<file path="src/rtl/genius_pkg.sv">
// Shared definitions for the Genius colour-sequence engine.
// Holds the fixed 16-step colour table, the LFSR tap mask, the state
// encodings of the fill and playback FSMs and the colour-index helpers.
package genius_pkg;

    // Galois feedback mask (x^16 + x^14 + x^13 + x^11 + 1).
    localparam logic [15:0] LFSR_TAPS = 16'hB400;

    // Colour indices of the fixed sequence; index k means one-hot bit k.
    localparam logic [1:0] SEQ_FIXED [16] = '{
        2'd0, 2'd2, 2'd1, 2'd3, 2'd0, 2'd3, 2'd2, 2'd3,
        2'd1, 2'd3, 2'd0, 2'd1, 2'd3, 2'd0, 2'd2, 2'd1
    };

    typedef enum logic [0:0] {
        G_IDLE = 1'b0,
        G_FILL = 1'b1
    } gen_state_t;

    typedef enum logic [1:0] {
        P_IDLE = 2'd0,
        P_ON   = 2'd1,
        P_OFF  = 2'd2
    } play_state_t;

    // One-hot decode of a colour index; wide enough for the largest palette,
    // callers size-cast the result down to N_COLORS bits.
    function automatic logic [7:0] onehot(input logic [2:0] idx);
        return 8'd1 << idx;
    endfunction

    // Colour index of fixed-table step k (k already reduced modulo 16).
    function automatic logic [2:0] fixed_idx(input logic [3:0] k);
        return {1'b0, SEQ_FIXED[k]};
    endfunction

endpackage

</file>
<file path="src/rtl/genius_lfsr.sv">
// 16-bit Galois LFSR that advances every cycle.
// Ports:
//   clk   in  clock, rising edge
//   rst_n in  asynchronous active-low reset (loads SEED)
//   load  in  load seed this cycle; takes priority over advancing
//   seed  in  seed value; an all-zero seed is replaced by SEED so the
//             register can never lock up in the all-zero state
//   q     out current LFSR state
module genius_lfsr
    import genius_pkg::*;
#(
    parameter int           W    = 16,
    parameter logic [W-1:0] SEED = 16'hACE1,
    parameter logic [W-1:0] TAPS = LFSR_TAPS
) (
    input  logic         clk,
    input  logic         rst_n,
    input  logic         load,
    input  logic [W-1:0] seed,
    output logic [W-1:0] q
);

    // LFSR state: seed load wins over the per-cycle Galois shift.
    always_ff @(posedge clk or negedge rst_n) begin
        if (!rst_n) begin
            q <= SEED;
        end else if (load) begin
            q <= (seed == {W{1'b0}}) ? SEED : seed;
        end else begin
            q <= {1'b0, q[W-1:1]} ^ (q[0] ? TAPS : {W{1'b0}});
        end
    end

endmodule

</file>
<file path="src/rtl/genius_seq_gen.sv">
// Colour-sequence engine for the Genius game.
// Fills a DEPTH-entry one-hot colour memory from the fixed table (mode 0) or
// from the LFSR (mode 1), then replays steps 0..len-1 as timed flashes.
// Ports:
//   clk, rst_n            clock / asynchronous active-low reset
//   mode                  0 fixed table, 1 LFSR; latched when a fill starts
//   seed_load, seed       reload the LFSR
//   gen_start             request a full memory fill
//   gen_busy, gen_done    fill in progress / one-cycle completion pulse
//   rd_addr, rd_data      combinational memory read (0 while filling)
//   play_start, play_len  request replay of play_len steps (clamped to DEPTH)
//   play_stop             abort replay, no done pulse
//   play_busy, play_color replay in progress / colour being flashed
//   play_step, play_done  current step index / one-cycle completion pulse
module genius_seq_gen
    import genius_pkg::*;
#(
    parameter int                N_COLORS = 4,
    parameter int                DEPTH    = 32,
    parameter int                LFSR_W   = 16,
    parameter logic [LFSR_W-1:0] SEED     = 16'hACE1,
    parameter int                T_ON     = 4,
    parameter int                T_OFF    = 2,
    localparam int               AW       = $clog2(DEPTH)
) (
    input  logic                clk,
    input  logic                rst_n,
    input  logic                mode,
    input  logic                seed_load,
    input  logic [LFSR_W-1:0]   seed,
    input  logic                gen_start,
    output logic                gen_busy,
    output logic                gen_done,
    input  logic [AW-1:0]       rd_addr,
    output logic [N_COLORS-1:0] rd_data,
    input  logic                play_start,
    input  logic [AW:0]         play_len,
    input  logic                play_stop,
    output logic                play_busy,
    output logic [N_COLORS-1:0] play_color,
    output logic [AW-1:0]       play_step,
    output logic                play_done
);

    localparam int            LW      = AW + 1;
    localparam logic [LW-1:0] DEPTH_L = LW'(DEPTH);
    localparam int            TMAX    = (T_ON > T_OFF) ? T_ON : T_OFF;
    localparam int            TW      = $clog2(TMAX + 1);
    localparam logic [TW-1:0] TON_L   = TW'(T_ON - 1);
    localparam logic [TW-1:0] TOFF_L  = TW'(T_OFF - 1);
    localparam logic [2:0]    CMASK   = 3'(N_COLORS - 1);

    gen_state_t            gen_state_r, gen_state_s;
    logic [AW-1:0]         wr_idx_r, wr_idx_s;
    logic                  gen_mode_r, gen_mode_s;
    logic                  gen_done_r, gen_done_s;
    logic                  gen_accept_s;
    logic                  mem_we_s;
    logic [N_COLORS-1:0]   wr_data_s;
    logic [N_COLORS-1:0]   mem_r [DEPTH];
    logic [LFSR_W-1:0]     lfsr_q_s;
    logic [2:0]            lfsr_col_s;
    logic [2:0]            fixed_col_s;
    logic                  addr_ok_s;

    play_state_t           play_state_r, play_state_s;
    logic [AW-1:0]         step_r, step_s, step_inc_s;
    logic [LW-1:0]         len_r, len_s, next_count_s;
    logic [TW-1:0]         timer_r, timer_s;
    logic [N_COLORS-1:0]   color_r, color_s;
    logic                  play_done_r, play_done_s;

    genius_lfsr #(
        .W    (LFSR_W),
        .SEED (SEED),
        .TAPS (LFSR_W'(LFSR_TAPS))
    ) u_lfsr (
        .clk   (clk),
        .rst_n (rst_n),
        .load  (seed_load),
        .seed  (seed),
        .q     (lfsr_q_s)
    );

    // Palette is a power of two, so "low CW bits" equals "modulo N_COLORS";
    // the mask also keeps fixed-table indices inside a 2-colour palette.
    assign lfsr_col_s  = 3'(lfsr_q_s % LFSR_W'(N_COLORS));
    assign fixed_col_s = fixed_idx(4'(wr_idx_r)) & CMASK;
    assign wr_data_s   = gen_mode_r ? N_COLORS'(onehot(lfsr_col_s))
                                    : N_COLORS'(onehot(fixed_col_s));

    // Fill FSM: next state, write enable and completion pulse.
    always_comb begin
        gen_state_s  = gen_state_r;
        wr_idx_s     = wr_idx_r;
        gen_mode_s   = gen_mode_r;
        gen_done_s   = 1'b0;
        gen_accept_s = 1'b0;
        mem_we_s     = 1'b0;
        case (gen_state_r)
            G_IDLE: begin
                if (gen_start && (play_state_r == P_IDLE)) begin
                    gen_accept_s = 1'b1;
                    gen_state_s  = G_FILL;
                    wr_idx_s     = {AW{1'b0}};
                    gen_mode_s   = mode;
                end else begin
                    gen_state_s  = G_IDLE;
                end
            end
            G_FILL: begin
                mem_we_s = 1'b1;
                if (wr_idx_r == AW'(DEPTH - 1)) begin
                    gen_state_s = G_IDLE;
                    wr_idx_s    = {AW{1'b0}};
                    gen_done_s  = 1'b1;
                end else begin
                    wr_idx_s    = wr_idx_r + AW'(1);
                end
            end
            default: begin
                gen_state_s = G_IDLE;
                wr_idx_s    = {AW{1'b0}};
            end
        endcase
    end

    // Fill FSM state register.
    always_ff @(posedge clk or negedge rst_n) begin
        if (!rst_n) begin
            gen_state_r <= G_IDLE;
            wr_idx_r    <= {AW{1'b0}};
            gen_mode_r  <= 1'b0;
            gen_done_r  <= 1'b0;
        end else begin
            gen_state_r <= gen_state_s;
            wr_idx_r    <= wr_idx_s;
            gen_mode_r  <= gen_mode_s;
            gen_done_r  <= gen_done_s;
        end
    end

    // Sequence memory; reset clears every entry.
    always_ff @(posedge clk or negedge rst_n) begin
        if (!rst_n) begin
            for (int i = 0; i < DEPTH; i++) begin
                mem_r[i] <= {N_COLORS{1'b0}};
            end
        end else if (mem_we_s) begin
            mem_r[wr_idx_r] <= wr_data_s;
        end
    end

    // Out-of-range addresses only exist when DEPTH is not a power of two.
    generate
        if (DEPTH == (1 << AW)) begin : g_addr_full
            assign addr_ok_s = 1'b1;
        end else begin : g_addr_part
            assign addr_ok_s = ({1'b0, rd_addr} < DEPTH_L);
        end
    endgenerate

    assign gen_busy = (gen_state_r == G_FILL);
    assign gen_done = gen_done_r;
    assign rd_data  = (gen_busy || !addr_ok_s) ? {N_COLORS{1'b0}} : mem_r[rd_addr];

    assign step_inc_s   = step_r + AW'(1);
    assign next_count_s = {1'b0, step_r} + LW'(1);

    // Playback FSM: next state, step/timer bookkeeping and flash colour.
    always_comb begin
        play_state_s = play_state_r;
        step_s       = step_r;
        len_s        = len_r;
        timer_s      = timer_r;
        color_s      = color_r;
        play_done_s  = 1'b0;
        case (play_state_r)
            P_IDLE: begin
                // A gen_start accepted this same cycle takes precedence.
                if (play_start && !gen_busy && !gen_accept_s) begin
                    len_s  = (play_len > DEPTH_L) ? DEPTH_L : play_len;
                    step_s = {AW{1'b0}};
                    if (len_s == {LW{1'b0}}) begin
                        play_state_s = P_IDLE;
                        play_done_s  = 1'b1;
                    end else begin
                        play_state_s = P_ON;
                        timer_s      = TON_L;
                        color_s      = mem_r[{AW{1'b0}}];
                    end
                end else begin
                    play_state_s = P_IDLE;
                end
            end
            P_ON: begin
                if (timer_r == {TW{1'b0}}) begin
                    play_state_s = P_OFF;
                    timer_s      = TOFF_L;
                    color_s      = {N_COLORS{1'b0}};
                end else begin
                    timer_s      = timer_r - TW'(1);
                end
            end
            P_OFF: begin
                if (timer_r == {TW{1'b0}}) begin
                    if (next_count_s < len_r) begin
                        play_state_s = P_ON;
                        step_s       = step_inc_s;
                        timer_s      = TON_L;
                        color_s      = mem_r[step_inc_s];
                    end else begin
                        play_state_s = P_IDLE;
                        step_s       = {AW{1'b0}};
                        play_done_s  = 1'b1;
                    end
                end else begin
                    timer_s = timer_r - TW'(1);
                end
            end
            default: begin
                play_state_s = P_IDLE;
                step_s       = {AW{1'b0}};
                color_s      = {N_COLORS{1'b0}};
            end
        endcase
        // Abort overrides everything, including a same-cycle start.
        if (play_stop) begin
            play_state_s = P_IDLE;
            step_s       = {AW{1'b0}};
            timer_s      = {TW{1'b0}};
            color_s      = {N_COLORS{1'b0}};
            play_done_s  = 1'b0;
        end else begin
            play_state_s = play_state_s;
        end
    end

    // Playback FSM state register and registered outputs.
    always_ff @(posedge clk or negedge rst_n) begin
        if (!rst_n) begin
            play_state_r <= P_IDLE;
            step_r       <= {AW{1'b0}};
            len_r        <= {LW{1'b0}};
            timer_r      <= {TW{1'b0}};
            color_r      <= {N_COLORS{1'b0}};
            play_done_r  <= 1'b0;
        end else begin
            play_state_r <= play_state_s;
            step_r       <= step_s;
            len_r        <= len_s;
            timer_r      <= timer_s;
            color_r      <= color_s;
            play_done_r  <= play_done_s;
        end
    end

    assign play_busy  = (play_state_r != P_IDLE);
    assign play_color = color_r;
    assign play_step  = step_r;
    assign play_done  = play_done_r;

endmodule
</file>
<file path="config.mk">
export PLATFORM = sky130hd
export DESIGN_NAME = genius_seq_gen
export DESIGN_NICKNAME = d
export VERILOG_FILES = /design/src/rtl/genius_pkg.sv /design/src/rtl/genius_lfsr.sv /design/src/rtl/genius_seq_gen.sv
export SDC_FILE = /design/constraint.sdc
export NUM_CORES = 1
export LEC_CHECK = 0
export ABC_AREA = 1
export CAP_MARGIN = 5
export CORE_MARGIN = 8
export CORE_UTILIZATION = 50
export DETAILED_ROUTE_END_ITERATION = 16
export HOLD_SLACK_MARGIN = 0.06
export PLACE_DENSITY = 0.68
export SLEW_MARGIN = 20
export SYNTH_ARGS = -nofsm -noshare
export SYNTH_HDL_FRONTEND = slang
export SYNTH_HIERARCHICAL = 1
export SYNTH_SLANG_ARGS = --single-unit
</file>
<file path="constraint.sdc">
create_clock -name clk -period 2.78 [get_ports clk]
set_clock_uncertainty 0.15 [all_clocks]
set_input_delay 0.695 -clock clk [delete_from_list [all_inputs] [get_ports clk]]
set_output_delay 0.695 -clock clk [all_outputs]
set_load 0.02 [all_outputs]
</file>
# ---- Yosys cells after proc, flatten, opt, wreduce, memory -nomap -nowiden
# Memories as Yosys holds them, arrays and structs flattened.
# Cells that the tools add are included.
dict set report classes {
  add_sub_neg 4
  magnitude_cmp 7
  eq_ne 11
  shift 2
  mux 59
  bitwise_logic 6
  n_reduce_logical 18
}
# op n
set op_table {}
lappend op_table {{bitwise mux 128 bit} 1}
lappend op_table {{two-way mux 4 bit} 13}
lappend op_table {{two-way mux 16 bit} 3}
lappend op_table {{binary-select mux 4 bit (select 5 bit)} 2}
lappend op_table {{two-way mux 5 bit} 6}
lappend op_table {{demux 4 bit (select 5 bit)} 1}
lappend op_table {{>= comparator 6 bit, second input constant} 3}
lappend op_table {{two-way mux 3 bit} 6}
lappend op_table {{NOT 5 -> 6 bit} 3}
lappend op_table {{logical NOT 16 bit} 1}
lappend op_table {{XOR 15 x 16 -> 16 bit} 1}
lappend op_table {{case mux 5 bit (3 select lines)} 1}
lappend op_table {{two-way mux 1 bit} 13}
lappend op_table {{two-way mux 2 bit} 6}
lappend op_table {{inequality test 3 bit, second input constant} 4}
lappend op_table {{case mux 4 bit (3 select lines)} 1}
lappend op_table {{adder 5 x 1 -> 5 bit, second input constant} 2}
lappend op_table {{case mux 5 bit (2 select lines)} 1}
lappend op_table {{case mux 3 bit (3 select lines)} 1}
lappend op_table {{<< shifter 1 x 2 -> 4 bit, first input constant} 2}
lappend op_table {{adder 5 x 1 -> 6 bit, second input constant} 1}
lappend op_table {{> comparator 6 bit, second input constant} 1}
lappend op_table {{logical NOT 6 bit} 1}
lappend op_table {{< comparator 6 x 1 -> 1 bit, second input constant} 1}
lappend op_table {{24 further kinds} 32}
dict set report word_totals {
  ff_bits 173
  mem_bits_ro 32
  input_bits 34
  output_inout_bits 17
  elab_cells 151
  n_memories 1
}
# memory words word_bits read_ports rd_clocked_by_memory_dff write_ports line_no
set mem_list {}
lappend mem_list {{(name not given)} 16 2 1 0 0 genius_pkg.sv:34} ;# return {1'b0, SEQ_FIXED[k]};

# ---- Longest topological paths before layout
dict set report logic_depth {
  ltp_word 9
  mapped_depth 15
  depth_no_buf 14
}

# ---- Modules after synthesis
# Netlist, hierarchy kept.
# module instances cells_per_inst area_each_um2
set by_module_without_submodules {}
lappend by_module_without_submodules {genius_seq_gen 1 1284 9148.8}
lappend by_module_without_submodules {genius_lfsr 1 85 720.7}

# ---- Worst setup path after synthesis
# OpenSTA, ideal clock, no wires.
dict set report synth_timing {
  path_kind {register to register}
  from {reg step_r[0], in the netlist play_step[0]}
  to {reg step_r[0], in the netlist play_step[0]}
  setup_time_ns 0.077
  arrival_ns 2.476
  setup_slack_ns 0.077
  stages_incl_launch_ff 13
  n_path_buf 0
  synth_period_minus_slack_ns 2.703
  cell_sequence {dfrtp_1 ha_1 nand3_1 xor2_1 inv_1 ha_1 nand2_1 nor2_1 nor3_1 nand2_1 nor3_1 nor2_1 a21oi_1}
}
dict set report synth_between {
  elab_chain_cells 6
}
# item line_no
set synth_rtl {}
lappend synth_rtl {{from (decl)} genius_seq_gen.sv:67} ;# logic [AW-1:0] step_r, step_s, step_inc_s;
lappend synth_rtl {{from (signal assigned)} genius_seq_gen.sv:243} ;# step_r <= {AW{1'b0}};
lappend synth_rtl {{from (signal assigned)} genius_seq_gen.sv:250} ;# step_r <= step_s;
lappend synth_rtl {{adder 5 x 1 -> 6 bit} genius_seq_gen.sv:168} ;# assign next_count_s = {1'b0, step_r} + LW'(1);
lappend synth_rtl {{< comparator 6 bit} genius_seq_gen.sv:207} ;# if (next_count_s < len_r) begin
lappend synth_rtl {{two-way mux 5 bit (*)} genius_seq_gen.sv:207}
lappend synth_rtl {{two-way mux 5 bit (*)} genius_seq_gen.sv:206} ;# if (timer_r == {TW{1'b0}}) begin
lappend synth_rtl {{case mux 5 bit (3 select lines) (*)} genius_seq_gen.sv:178} ;# case (play_state_r)
lappend synth_rtl {{two-way mux 5 bit (*)} genius_seq_gen.sv:228} ;# if (play_stop) begin
# Mark *: on every way between the ends. The rest lies on a longest branch, timed or not. The select of a mux whose other input is x is not followed.
# A chain may end at the register's enable or synchronous reset.

# ---- Final worst setup path
dict set report layout_timing {
  from {in rd_addr[1]}
  to {out rd_data[3]}
}
dict set report layout_between {
  elab_chain_cells 5
}
# item line_no
set layout_rtl {}
lappend layout_rtl {{from (decl)} genius_seq_gen.sv:34} ;# input logic [AW-1:0] rd_addr,
lappend layout_rtl {{NOT 5 -> 6 bit (implied by the code)} genius_seq_gen.sv:165} ;# assign rd_data = (gen_busy || !addr_ok_s) ? {N_COLORS{1'b0}} : mem_r[rd_addr];
lappend layout_rtl {{binary-select mux 4 bit (select 5 bit)} genius_seq_gen.sv:165}
lappend layout_rtl {{two-way mux 4 bit (implied by the code) (2 in series)} genius_seq_gen.sv:165}
lappend layout_rtl {{two-way mux 4 bit} genius_seq_gen.sv:165}
lappend layout_rtl {{to (decl)} genius_seq_gen.sv:35} ;# output logic [N_COLORS-1:0] rd_data,
# No other way between the ends. The select of a mux whose other input is x is not followed.

==> impl_metrics.py <==
metrics = {
    "status": {
        "status": "finished with violations",
        "failed_checks": "negative setup slack",
    },
    "run": {
        "max-cap-violations": 0,
    },
    "logic_synthesis": {
        "synthTopCellsByArea": "dfrtp_1 (42%), nand2_1 (12%), nand3_1 (7.0%)",
        "yosysMostFrequentCell": "nand2_1",
        "synth_area_leader_cell": "dfrtp_1",
        "syn_nets": 1423,
        "ys_ff_latch": 173,
        "ys.flop_type": "dfrtp_1",
        "ys_warn_count": 6,
        "yosysUniqueCellTypes": 38,
        "async_flop_share": 1.00,
        "synth_top_area_frac": 0.418,
        "ys_top_cells_by_count": "nand2_1 (323), dfrtp_1 (165), nor2_1 (154)",
        "synth_area_sq_um": 9870,
        "syn_area_per_cell_sq_um": 7.21,
        "synth_edf_count": 0,
        "netlist_instances": 1369,
        "ys_seq_area_frac": 0.440,
    },
    "grt": {
        "antenna_found_initial": 0,
        "grt_pass1_vias": 9087,
        "grt_use_total": 0.255,
        "grt_pass1_wl_um": 48800,
        "grt_max_degree": 95,
        "globalRouteOverflowTotal": 0,
    },
    "detailed_routing": {
        "drtIter0Drc": 1163,
        "drt_wl_total_um": 30600,
        "drcViolationCount": 0,
        "viasPerCell": 5.66,
        "avgRoutedWirePerCell_um": 17.9,
        "antenna_left": 0,
        "first_pass_iters": 7,
        "dr_total_vias": 9679,
    },
    "place": {
        "post-place-ws_ns": -1.08,
        "gp_congestion": 0.955,
        "dp_hpwl_um": 20600,
        "portBuffers": 50,
        "post_dp_cell_area_sq_um": 10900,
        "place_inst": 1669,
    },
    "floorplanning": {
        "ios": 51,
        "die_y_um": 156,
        "initial_core_util": 0.509,
        "die_w_um": 156,
        "coreArea_sq_um": 19400,
        "die_area_sq_um": 24500,
        "rows": 51,
    },
    "critical_path": {
        "start_kind": "primary input",
        "worstPathArrival_ns": 1.98,
        "path_cells": "buf_8, clkinv_8, buf_12, buf_12, o21ai_0, a21oi_1, o21ai_0, nand3_1, nand2_1, nor2_2, nor2_4, buf_6",
        "setup.worst_path.start": "rd_addr[1]",
        "worst_ep_required_time_ns": 1.93,
        "cpPeakStageDelay_ns": 0.18,
        "r2r_start": "play_step[0]",
        "ff2ff_path_depth": 14,
        "slowest_stage": "o21ai_0",
        "critPathKind": "primary input to output port",
        "crit_path_max_fanout": 9,
        "critPathCaptureType": "output port",
    },
    "clocking": {
        "path_clk_slew_ns": 0.07,
        "cts_buffer_depth": 2,
        "cts_made_buffers": 17,
        "clock_sinks": 173,
        "clockRootBuffer": "clkbuf_16",
        "worstSkewPairLatency_ns": 0.44,
        "cts_tree": "yes",
        "htreeDepth": 4,
    },
    "sta": {
        "relSlewSlack": 0.533,
        "tightest_slew_ns": 0.698,
        "period_share": 1.02,
        "fmax_mhz": 354,
        "slew_viol_final": 0,
        "final.setup.worst_slack_ns": -0.0430,
        "finalCriticalPeriod_ns": 2.82,
        "setup_viol": 3,
        "finalHoldViolations": 0,
        "rsz0062_at_grt": "yes",
    },
    "hold_path": {
        "hp-class": "flop to flop",
        "min_path_cells": 2,
        "min-delay-start": "u_lfsr/q[2]",
    },
    "final_layout": {
        "area_growth_pct": 19.9,
        "design_area_sq_um": 11800,
        "diodes": 0,
        "fill_cells": 1789,
        "final_nets": 1486,
        "layout.cells.non_filler": 1710,
        "drive_gt1_frac": 0.104,
    },
    "pwr": {
        "power_per_cell_area_nw_per_um2": 911,
        "total_power_mw": 10.8,
        "peakVddDrop_mv": 0.394,
        "p_leak_nw": 5.34,
    },
}
## worst paths after layout
path                                       to  slack (ns)
worst max-delay path               rd_data[3]       -0.04
worst min-delay path              u_lfsr/q[1]        0.29
worst max register to register  play_color[2]        0.21
worst min register to register    u_lfsr/q[1]        0.29
max in group asynchronous        play_step[0]        1.18
min in group asynchronous           mem_r[18]        0.58
## kinds of logic (layout without fill, tap and decap cells)
logic type	Yosys count	after routing	share of synthesized area
AND/OR/NAND/NOR	630	630	0.263
AO/OA/AOI/OAI	331	331	0.176
buffers and inverters	207	283	0.0879
flip-flops	173	173	0.440
adder cells (fa/ha/maj)	20	20	0.0254
XOR/XNOR	8	8	0.00862
## worst max-delay path: cells and delay by family
kind,cells,cell delay (ns)
AO/OA/AOI/OAI,3,0.30
AND/OR/NAND/NOR,4,0.42
buffers and inverters,5,0.56
## through the flow
stage                      TNS, ns   util  hold WS [ns]
after CTS                 -0.00776  0.602         0.289
after global placement       -4.24  0.559         0.278
after detailed placement     -4.22  0.559         0.280
after global routing        -0.357  0.610         0.311
after floorplan                  0      -         0.249
final                       -0.101  0.610         0.288
## routing by layer
layer,wire [um],part of all wire,global-route usage,vias to the layer above
li1,-,-,-,4605
met1,12900,0.42,0.343,4523
met2,13700,0.45,0.391,459
met3,2720,0.089,0.0549,92
met4,1210,0.040,0.108,0
met5,0,0,0,-
## power by group
group	switching [mW]	internal, mW
sequential	0.615	3.41
clock	1.10	1.36
combinational	2.87	1.43
total	4.58	6.20
## timing repair
action                                 CTS  global route
buffers inserted                         1             0
resized for setup                       93            33
pin swaps                               20            12
endpoints found under the hold margin   30             0
hold buffers                             1             0
gates cloned                             4             3
setup endpoints to repair                5            13
## final cells by class
class	count	area [sq um]	share of cell area
Clock inverter	14	154	0.0130
Multi-Input combinational cell	989	4760	0.402
Clock buffer	18	439	0.0371
Tap cell	265	332	0.0280
Sequential cell	173	4340	0.367
Timing Repair Buffer	105	1220	0.103
Inverter	146	587	0.0496
## state kept, by name, indices dropped and copies added, names as in the netlist
name	flops
timer_r	3
play_step	5
len_r	6
gen_done	1
play_color	4
wr_idx_r	5
gen_mode_r	1
u_lfsr/q	16
play_done	1
gen_busy	1
play_state_r	2
mem_r	128
## layout by cell type, fill, tap and decap left out, types with 7 or more instances in the layout
cell type / synthesis / layout
inv_6: 1 / 7
a21oi_1: 101 / 96
o211ai_1: 18 / 18
inv_2: 9 / 9
nor2_1: 154 / 146
buf_4: 9 / 32
o21ai_0: 133 / 101
buf_6: 3 / 9
buf_12: 0 / 10
dfrtp_1: 165 / 163
inv_1: 134 / 132
dfstp_2: 8 / 8
clkdlybuf4s50_1: 0 / 40
ha_1: 20 / 20
nand3_1: 138 / 136
nand2_1: 323 / 320
clkbuf_16: 0 / 20
o21ai_1: 66 / 95
Power figures use the tool's default switching activity.
